`src/rtl/prog_uart_loader_pkg.sv`:
```
// Shared constants for the program loader and the core's instruction memory.
// The core sizes its instruction memory from IMEM_DATA_W / IMEM_ADDR_W so the
// loader and the memory always agree on depth and width.
package prog_uart_loader_pkg;

  localparam int DEF_CLKS_PER_BIT = 16;
  localparam int IMEM_DATA_W      = 8;
  localparam int IMEM_ADDR_W      = 4;
  localparam int IMEM_DEPTH       = 1 << IMEM_ADDR_W;

  typedef enum logic [2:0] {
    ST_IDLE  = 3'd0,
    ST_ARMED = 3'd1,
    ST_START = 3'd2,
    ST_DATA  = 3'd3,
    ST_STOP  = 3'd4,
    ST_WRITE = 3'd5,
    ST_DONE  = 3'd6
  } ldr_state_e;

endpackage

```
`src/rtl/prog_uart_loader_rx_sync.sv`:
```
// loader_rx_sync: two-flop synchronizer for the asynchronous UART pin.
// Both flops reset to 1 so the loader sees an idle line out of reset.
//   clk, rst_n : clock, async active-low reset
//   d          : raw rx pin
//   q          : synchronized rx
module loader_rx_sync (
  input  logic clk,
  input  logic rst_n,
  input  logic d,
  output logic q
);

  logic meta_q, sync_q;

  always_ff @(posedge clk or negedge rst_n) begin
    if (!rst_n) begin
      meta_q <= 1'b1;
      sync_q <= 1'b1;
    end else begin
      meta_q <= d;
      sync_q <= meta_q;
    end
  end

  assign q = sync_q;

endmodule

```
`src/rtl/prog_uart_loader.sv`:
```
// prog_uart_loader: receives 8N1 UART bytes and writes them to sequential
// instruction-memory addresses 0..2^ADDR_WIDTH-1, holding the core off while
// a load is in progress.
//   clk, rst_n  : system clock, async active-low reset
//   rx          : UART line (idle high, asynchronous)
//   start       : one-cycle pulse, (re)arms a load from address 0
//   prog_we     : one-cycle write strobe; prog_addr/prog_data valid with it
//   cpu_hold    : high from start until the last byte is written
//   load_done   : level, set after the last write, cleared by start
//   frame_err   : sticky bad-stop-bit flag, cleared by start
module prog_uart_loader
  import prog_uart_loader_pkg::*;
#(
  parameter int CLKS_PER_BIT = DEF_CLKS_PER_BIT,  // even, >= 4
  parameter int DATA_WIDTH   = IMEM_DATA_W,
  parameter int ADDR_WIDTH   = IMEM_ADDR_W
) (
  input  logic                  clk,
  input  logic                  rst_n,
  input  logic                  rx,
  input  logic                  start,
  output logic                  prog_we,
  output logic [ADDR_WIDTH-1:0] prog_addr,
  output logic [DATA_WIDTH-1:0] prog_data,
  output logic                  cpu_hold,
  output logic                  load_done,
  output logic                  frame_err
);

  localparam int TW = $clog2(CLKS_PER_BIT);
  localparam int BW = (DATA_WIDTH > 1) ? $clog2(DATA_WIDTH) : 1;

  localparam logic [TW-1:0]         HALF_M1   = TW'(CLKS_PER_BIT / 2 - 1);
  localparam logic [TW-1:0]         FULL_M1   = TW'(CLKS_PER_BIT - 1);
  localparam logic [BW-1:0]         LAST_BIT  = BW'(DATA_WIDTH - 1);
  localparam logic [ADDR_WIDTH-1:0] LAST_ADDR = '1;

  logic rx_s;

  loader_rx_sync u_rx_sync (
    .clk   (clk),
    .rst_n (rst_n),
    .d     (rx),
    .q     (rx_s)
  );

  ldr_state_e            state_q, state_d;
  logic [TW-1:0]         timer_q, timer_d;
  logic [BW-1:0]         bit_q, bit_d;
  logic [DATA_WIDTH-1:0] shift_q, shift_d;
  logic [ADDR_WIDTH-1:0] addr_q, addr_d;
  logic                  prog_we_q, prog_we_d;
  logic [ADDR_WIDTH-1:0] prog_addr_q, prog_addr_d;
  logic [DATA_WIDTH-1:0] prog_data_q, prog_data_d;
  logic                  cpu_hold_q, cpu_hold_d;
  logic                  load_done_q, load_done_d;
  logic                  frame_err_q, frame_err_d;

  always_comb begin
    state_d     = state_q;
    timer_d     = timer_q + 1'b1;
    bit_d       = bit_q;
    shift_d     = shift_q;
    addr_d      = addr_q;
    prog_we_d   = 1'b0;
    prog_addr_d = prog_addr_q;
    prog_data_d = prog_data_q;
    cpu_hold_d  = cpu_hold_q;
    load_done_d = load_done_q;
    frame_err_d = frame_err_q;

    if (start) begin
      // start overrides everything, including a write about to be issued
      state_d     = ST_ARMED;
      timer_d     = '0;
      bit_d       = '0;
      addr_d      = '0;
      cpu_hold_d  = 1'b1;
      load_done_d = 1'b0;
      frame_err_d = 1'b0;
    end else begin
      case (state_q)
        ST_IDLE, ST_DONE: timer_d = '0;
        ST_ARMED: begin
          timer_d = '0;
          if (!rx_s) state_d = ST_START;
        end
        ST_START: begin
          // mid-start-bit check; a high line here was only a glitch
          if (timer_q == HALF_M1) begin
            timer_d = '0;
            bit_d   = '0;
            state_d = rx_s ? ST_ARMED : ST_DATA;
          end
        end
        ST_DATA: begin
          if (timer_q == FULL_M1) begin
            timer_d = '0;
            shift_d = {rx_s, shift_q[DATA_WIDTH-1:1]};  // LSB first
            bit_d   = bit_q + 1'b1;
            if (bit_q == LAST_BIT) state_d = ST_STOP;
          end
        end
        ST_STOP: begin
          if (timer_q == FULL_M1) begin
            timer_d = '0;
            if (rx_s) begin
              // strobe is registered so it is high during the WRITE cycle
              state_d     = ST_WRITE;
              prog_we_d   = 1'b1;
              prog_addr_d = addr_q;
              prog_data_d = shift_q;
            end else begin
              frame_err_d = 1'b1;
              state_d     = ST_ARMED;
            end
          end
        end
        ST_WRITE: begin
          timer_d = '0;
          if (addr_q == LAST_ADDR) begin
            state_d     = ST_DONE;
            cpu_hold_d  = 1'b0;
            load_done_d = 1'b1;
          end else begin
            addr_d  = addr_q + 1'b1;
            state_d = ST_ARMED;
          end
        end
        default: state_d = ST_IDLE;
      endcase
    end
  end

  always_ff @(posedge clk or negedge rst_n) begin
    if (!rst_n) begin
      state_q     <= ST_IDLE;
      timer_q     <= '0;
      bit_q       <= '0;
      shift_q     <= '0;
      addr_q      <= '0;
      prog_we_q   <= 1'b0;
      prog_addr_q <= '0;
      prog_data_q <= '0;
      cpu_hold_q  <= 1'b0;
      load_done_q <= 1'b0;
      frame_err_q <= 1'b0;
    end else begin
      state_q     <= state_d;
      timer_q     <= timer_d;
      bit_q       <= bit_d;
      shift_q     <= shift_d;
      addr_q      <= addr_d;
      prog_we_q   <= prog_we_d;
      prog_addr_q <= prog_addr_d;
      prog_data_q <= prog_data_d;
      cpu_hold_q  <= cpu_hold_d;
      load_done_q <= load_done_d;
      frame_err_q <= frame_err_d;
    end
  end

  assign prog_we   = prog_we_q;
  assign prog_addr = prog_addr_q;
  assign prog_data = prog_data_q;
  assign cpu_hold  = cpu_hold_q;
  assign load_done = load_done_q;
  assign frame_err = frame_err_q;

endmodule

```
`config.mk`:
```
export PLATFORM = sky130hd
export DESIGN_NAME = prog_uart_loader
export DESIGN_NICKNAME = d
export VERILOG_FILES = /design/src/rtl/prog_uart_loader_pkg.sv /design/src/rtl/prog_uart_loader_rx_sync.sv /design/src/rtl/prog_uart_loader.sv
export SDC_FILE = /design/constraint.sdc
export NUM_CORES = 1
export LEC_CHECK = 0
export CAP_MARGIN = 20
export CORE_UTILIZATION = 30
export CTS_CLUSTER_DIAMETER = 60
export DETAILED_ROUTE_END_ITERATION = 6
export HOLD_SLACK_MARGIN = 0.02
export MAX_ROUTING_LAYER = met4
export PLACE_DENSITY = 0.6
export RECOVER_POWER = 25
export SYNTH_ARGS = -nofsm -noshare
export SYNTH_HDL_FRONTEND = slang
export SYNTH_HIERARCHICAL = 1
export SYNTH_SLANG_ARGS = --single-unit
```
`constraint.sdc`:
```
create_clock -name clk -period 2.15 [get_ports clk]
set_input_delay 0.3225 -clock clk [delete_from_list [all_inputs] [get_ports clk]]
set_output_delay 0.3225 -clock clk [all_outputs]
set_load 0.005 [all_outputs]
```
==> impl_summary.md <==
Synthesis
Of the post-synthesis cell area, the part taken by muxes is ~15%. Summing the areas of all and, or, nand and nor instances in the mapped netlist gives between 10 and 15% of the synthesized area. In the synthesized netlist the async set-or-reset flop fraction comes to 100%. In this run, synthesis inferred 0 flip-flops with an integrated enable. After synthesis, the cell types taking the most area are sky130_fd_sc_hd__dfrtp_1 50%, sky130_fd_sc_hd__mux2_4 7.2%, sky130_fd_sc_hd__mux2_2 7.2%.

In this run, distinct cell masters in the synthesized netlist total 42. The synthesized netlist occupies a cell area of 1880 sq um. When the netlist entered floorplanning its net count stood at roughly 160. After Yosys synthesis, full adders, half adders and majority gates account for around 2.7% of the synthesized area.

By area, the combinational part of the netlist is dominated by multiplexers. The post-synthesis average cell area is approximately 13 sq um. The synthesized design spends more area on one cell type than any other, namely sky130_fd_sc_hd__dfrtp_1. The cell count after synthesis is 150. The area share of the largest cell type after synthesis is 50.5%.

In the synthesized netlist the dominant register cell turns out to be sky130_fd_sc_hd__dfrtp_1. The sequential area share after synthesis is between 50% and 60%. Yosys printed 6 warnings. The compound-cell area share of the yosys netlist is just under 8%. After Yosys synthesis, XOR and XNOR cells account for 2.33% of the synthesized area. The flip-flop and latch count after synthesis is 40.

Clocking
The clock net sink count is 40. The maximum buffer depth of the clock tree is 2. The number of clock buffers added by TritonCTS is 5.

The CTS tree is yes. The master cell of the clock root buffer is sky130_fd_sc_hd__clkbuf_8. The maximum level of the CTS H-tree is 2. After clock tree synthesis, the clock-pin slew on the worst setup and hold paths is 0.08 ns. The clock insertion delay at the later pin of the skew report is 0.29 ns.

Timing
The worst slew slack as a fraction of its limit is 34.9%. For the pin with the worst max-slew slack, the measured transition is just under 1 ns. Setup violations remaining at the end of the flow were counted as 0. The final number of max-transition violations is 0. The worst path in the final design needs a cycle of about 1.8 ns, including I/O delays and setup. The number of endpoints with negative hold slack in the final report is 0. Based on the critical path, the design can be clocked at up to ~560 MHz. The final worst-path cycle share is approximately 83%. The total negative slack for setup checks is 0 ns.

The largest clock skew in the final design is between 0.003 and 0.004 ns. Setup repair after global routing left no endpoint under its margin. The final hold slack is between 0.3 and 0.4 ns.

Cells and area
After filler insertion, the fill cell instance count of the layout stands at around 590. The area growth from synthesis to layout is 20.7%. Of the cells placed in the final design, the portion with a size suffix greater than 1 is around a quarter. The library cell used most frequently in the layout, excluding fill and tap cells, is sky130_fd_sc_hd__dfrtp_1.

Measured on the finished design, the core utilization comes to between 30% and 40%. Summing all multi-input logic gate instances after layout gives between 700 and 800 sq um. Once layout is done, the placed cells without fillers occupy 2270 sq um. The repair_antennas step left the layout with diodes totalling 0. The register area is 1000 sq um.

The count of nets after finishing is about 180. Leaving out fill and tap cells, the most frequent cells in the layout are 38 x sky130_fd_sc_hd__dfrtp_1, 17 x sky130_fd_sc_hd__clkdlybuf4s50_1, 14 x sky130_fd_sc_hd__nor2_1.

Global routing
The number of antenna violations at the first check in global routing is 0. For this run the aggregate overflow at the end of global routing stands at 0. The number of global-route vias before repair is roughly 1100.

In the global route stage, overall resource usage came out at ~12%. The global-route wire length before repair is approximately 5.5 mm. The maximum number of pins on one net before global-route repair is about 40.

Power and ir drop
The leakage dissipation is about 1.0 nW. For this design the ratio of total power to cell area is around 800 nW/um^2. VDD sags by at most 0.000351 V.

Flow run
Max-cap violations in this run came to 0.

Routing
The count of nets left with antenna violations after detail routing is 0. The number of design-rule violations left by the first detailed-router iteration is between 80 and 90. Wires add up to between 3 and 4 mm.

The vias per cell is about 4.7. For this run, design rule violations remaining after detail routing come to 0. In the final routed layout, each cell accounts on average for about 13 um. The via count of the routed design is 1187. For this run, the detailed router's first-pass iteration total came to 4.

Setup path
The critical path data required time is 2.33 ns. The worst setup path is of the reg2reg kind. The peak fanout along the critical path is 13. The worst setup path is captured at a register. For the worst setup path, the data arrival time is roughly 2.0 ns. The launching element type of the critical path is a register.

Die
The die covers approximately 6600 sq um. In this run the horizontal extent of the chip is 81.2 um. The floorplan has 28 rows. The initial utilization of the core area, before any placement, comes to around a third.

The count of boundary I/O pins is 20. The core outline area is around 6000 sq um. The die extent in y is 81.2 um.

Outcome
The flow ran to the end, and the final reports show no timing, DRC or antenna violations.

Placed design
Routability-driven placement finished with a final weighted congestion of a little over 0.8. The placed instance area is approximately 2200 sq um. During placement, the flow inserted port buffers numbering 19. The half-perimeter wire length of the detailed placement result is 2.34 mm.

Hold path
The worst hold path belongs to the class reg2reg.
## worst paths after layout
path,depth (start not counted),endpoint,slack (ns),startpoint
setup reg to reg,5,prog_addr[2],0.37,state_q[2]
hold reg to reg,0,u_rx_sync/q,0.36,u_rx_sync/meta_q
max in group asynchronous,3,prog_addr[1],0.75,rst_n
min in group asynchronous,3,state_q[1],0.80,rst_n
hold / removal,0,u_rx_sync/q,0.36,u_rx_sync/meta_q
setup / recovery,5,prog_addr[2],0.37,state_q[2]
## stage by stage
stage          setup slack, ns  power [W]  std cells
2_1_floorplan            0.556    0.00116        150
3_3_place_gp             0.370    0.00122        242
3_5_place_dp             0.352    0.00122        242
4_1_cts                  0.351    0.00186        251
5_1_grt                  0.272    0.00194        251
6_report                 0.375    0.00183        251
## registers in the layout (all words and copies together) (netlist names)
name	cells
prog_data	8
shift_q	8
addr_q	4
prog_addr	4
timer_q	4
bit_q	3
state_q	3
cpu_hold	1
frame_err	1
load_done	1
prog_we	1
u_rx_sync/meta_q	1
u_rx_sync/q	1
## critical path, cell delays in order, from the launching register on
cell and delay (ns):
sky130_fd_sc_hd__dfrtp_1 0.57, sky130_fd_sc_hd__nor3b_4 0.31, sky130_fd_sc_hd__nand2_2 0.12, sky130_fd_sc_hd__nor3_4 0.16, sky130_fd_sc_hd__buf_12 0.18, sky130_fd_sc_hd__mux2_2 0.33
## layer usage
metal  vias up  part of all wire (%)  GRT usage, %
met5         -                     0             -
met4         0                   1.4          4.82
met3         6                   4.7          3.03
met2        31                    45          15.9
met1       572                    49          16.0
li1        578                     -             -
## cell type report
class | instances | area share [%]
Sequential cell | 40 | 44.2
Clock buffer | 5 | 3.03
Tap cell | 75 | 4.13
Inverter | 6 | 0.991
Multi-Input combinational cell | 97 | 35.0
Clock inverter | 3 | 2.04
Timing Repair Buffer | 25 | 10.7
## synth_stat cells, types with 2 or more instances
master,instances
sky130_fd_sc_hd__a21o_1,3
sky130_fd_sc_hd__nor3_1,2
sky130_fd_sc_hd__xnor2_1,4
sky130_fd_sc_hd__clkbuf_1,2
sky130_fd_sc_hd__dfrtp_1,38
sky130_fd_sc_hd__nor2b_1,3
sky130_fd_sc_hd__mux2_2,12
sky130_fd_sc_hd__dfstp_2,2
sky130_fd_sc_hd__and3_1,3
sky130_fd_sc_hd__nor2_1,14
sky130_fd_sc_hd__ha_1,4
sky130_fd_sc_hd__nand3_1,9
sky130_fd_sc_hd__nand2_1,3
sky130_fd_sc_hd__a21oi_1,3
sky130_fd_sc_hd__a31oi_1,5
sky130_fd_sc_hd__buf_6,2
sky130_fd_sc_hd__nand2b_1,2
sky130_fd_sc_hd__inv_1,6
sky130_fd_sc_hd__a22o_1,2
sky130_fd_sc_hd__mux2_4,9
## where the power goes
| part | total, W | internal (W) | switching (W) |
|---|---|---|---|
| Clock | 0.000621 | 0.000350 | 0.000272 |
| Sequential | 0.000864 | 0.000791 | 0.0000730 |
| Combinational | 0.000342 | 0.000156 | 0.000186 |
## kinds of logic (layout without fill, tap and decap cells)
logic type               Yosys count  count (layout)
adder cells (fa/ha/maj)            4               4
buffers and inverters             13              39
XOR/XNOR                           5               5
flip-flops                        40              40
AO/OA/AOI/OAI                     20              20
AND/OR/NAND/NOR                   46              46
multiplexers                      22              22
## timing repair
| item | in CTS | in global routing |
|---|---|---|
| buffers inserted | 0 | 0 |
| hold buffers | 1 | 0 |
| resized for setup | 0 | 0 |
| endpoints found under the hold margin | 38 | 0 |
No activity file was read; power rests on OpenSTA's default activity.
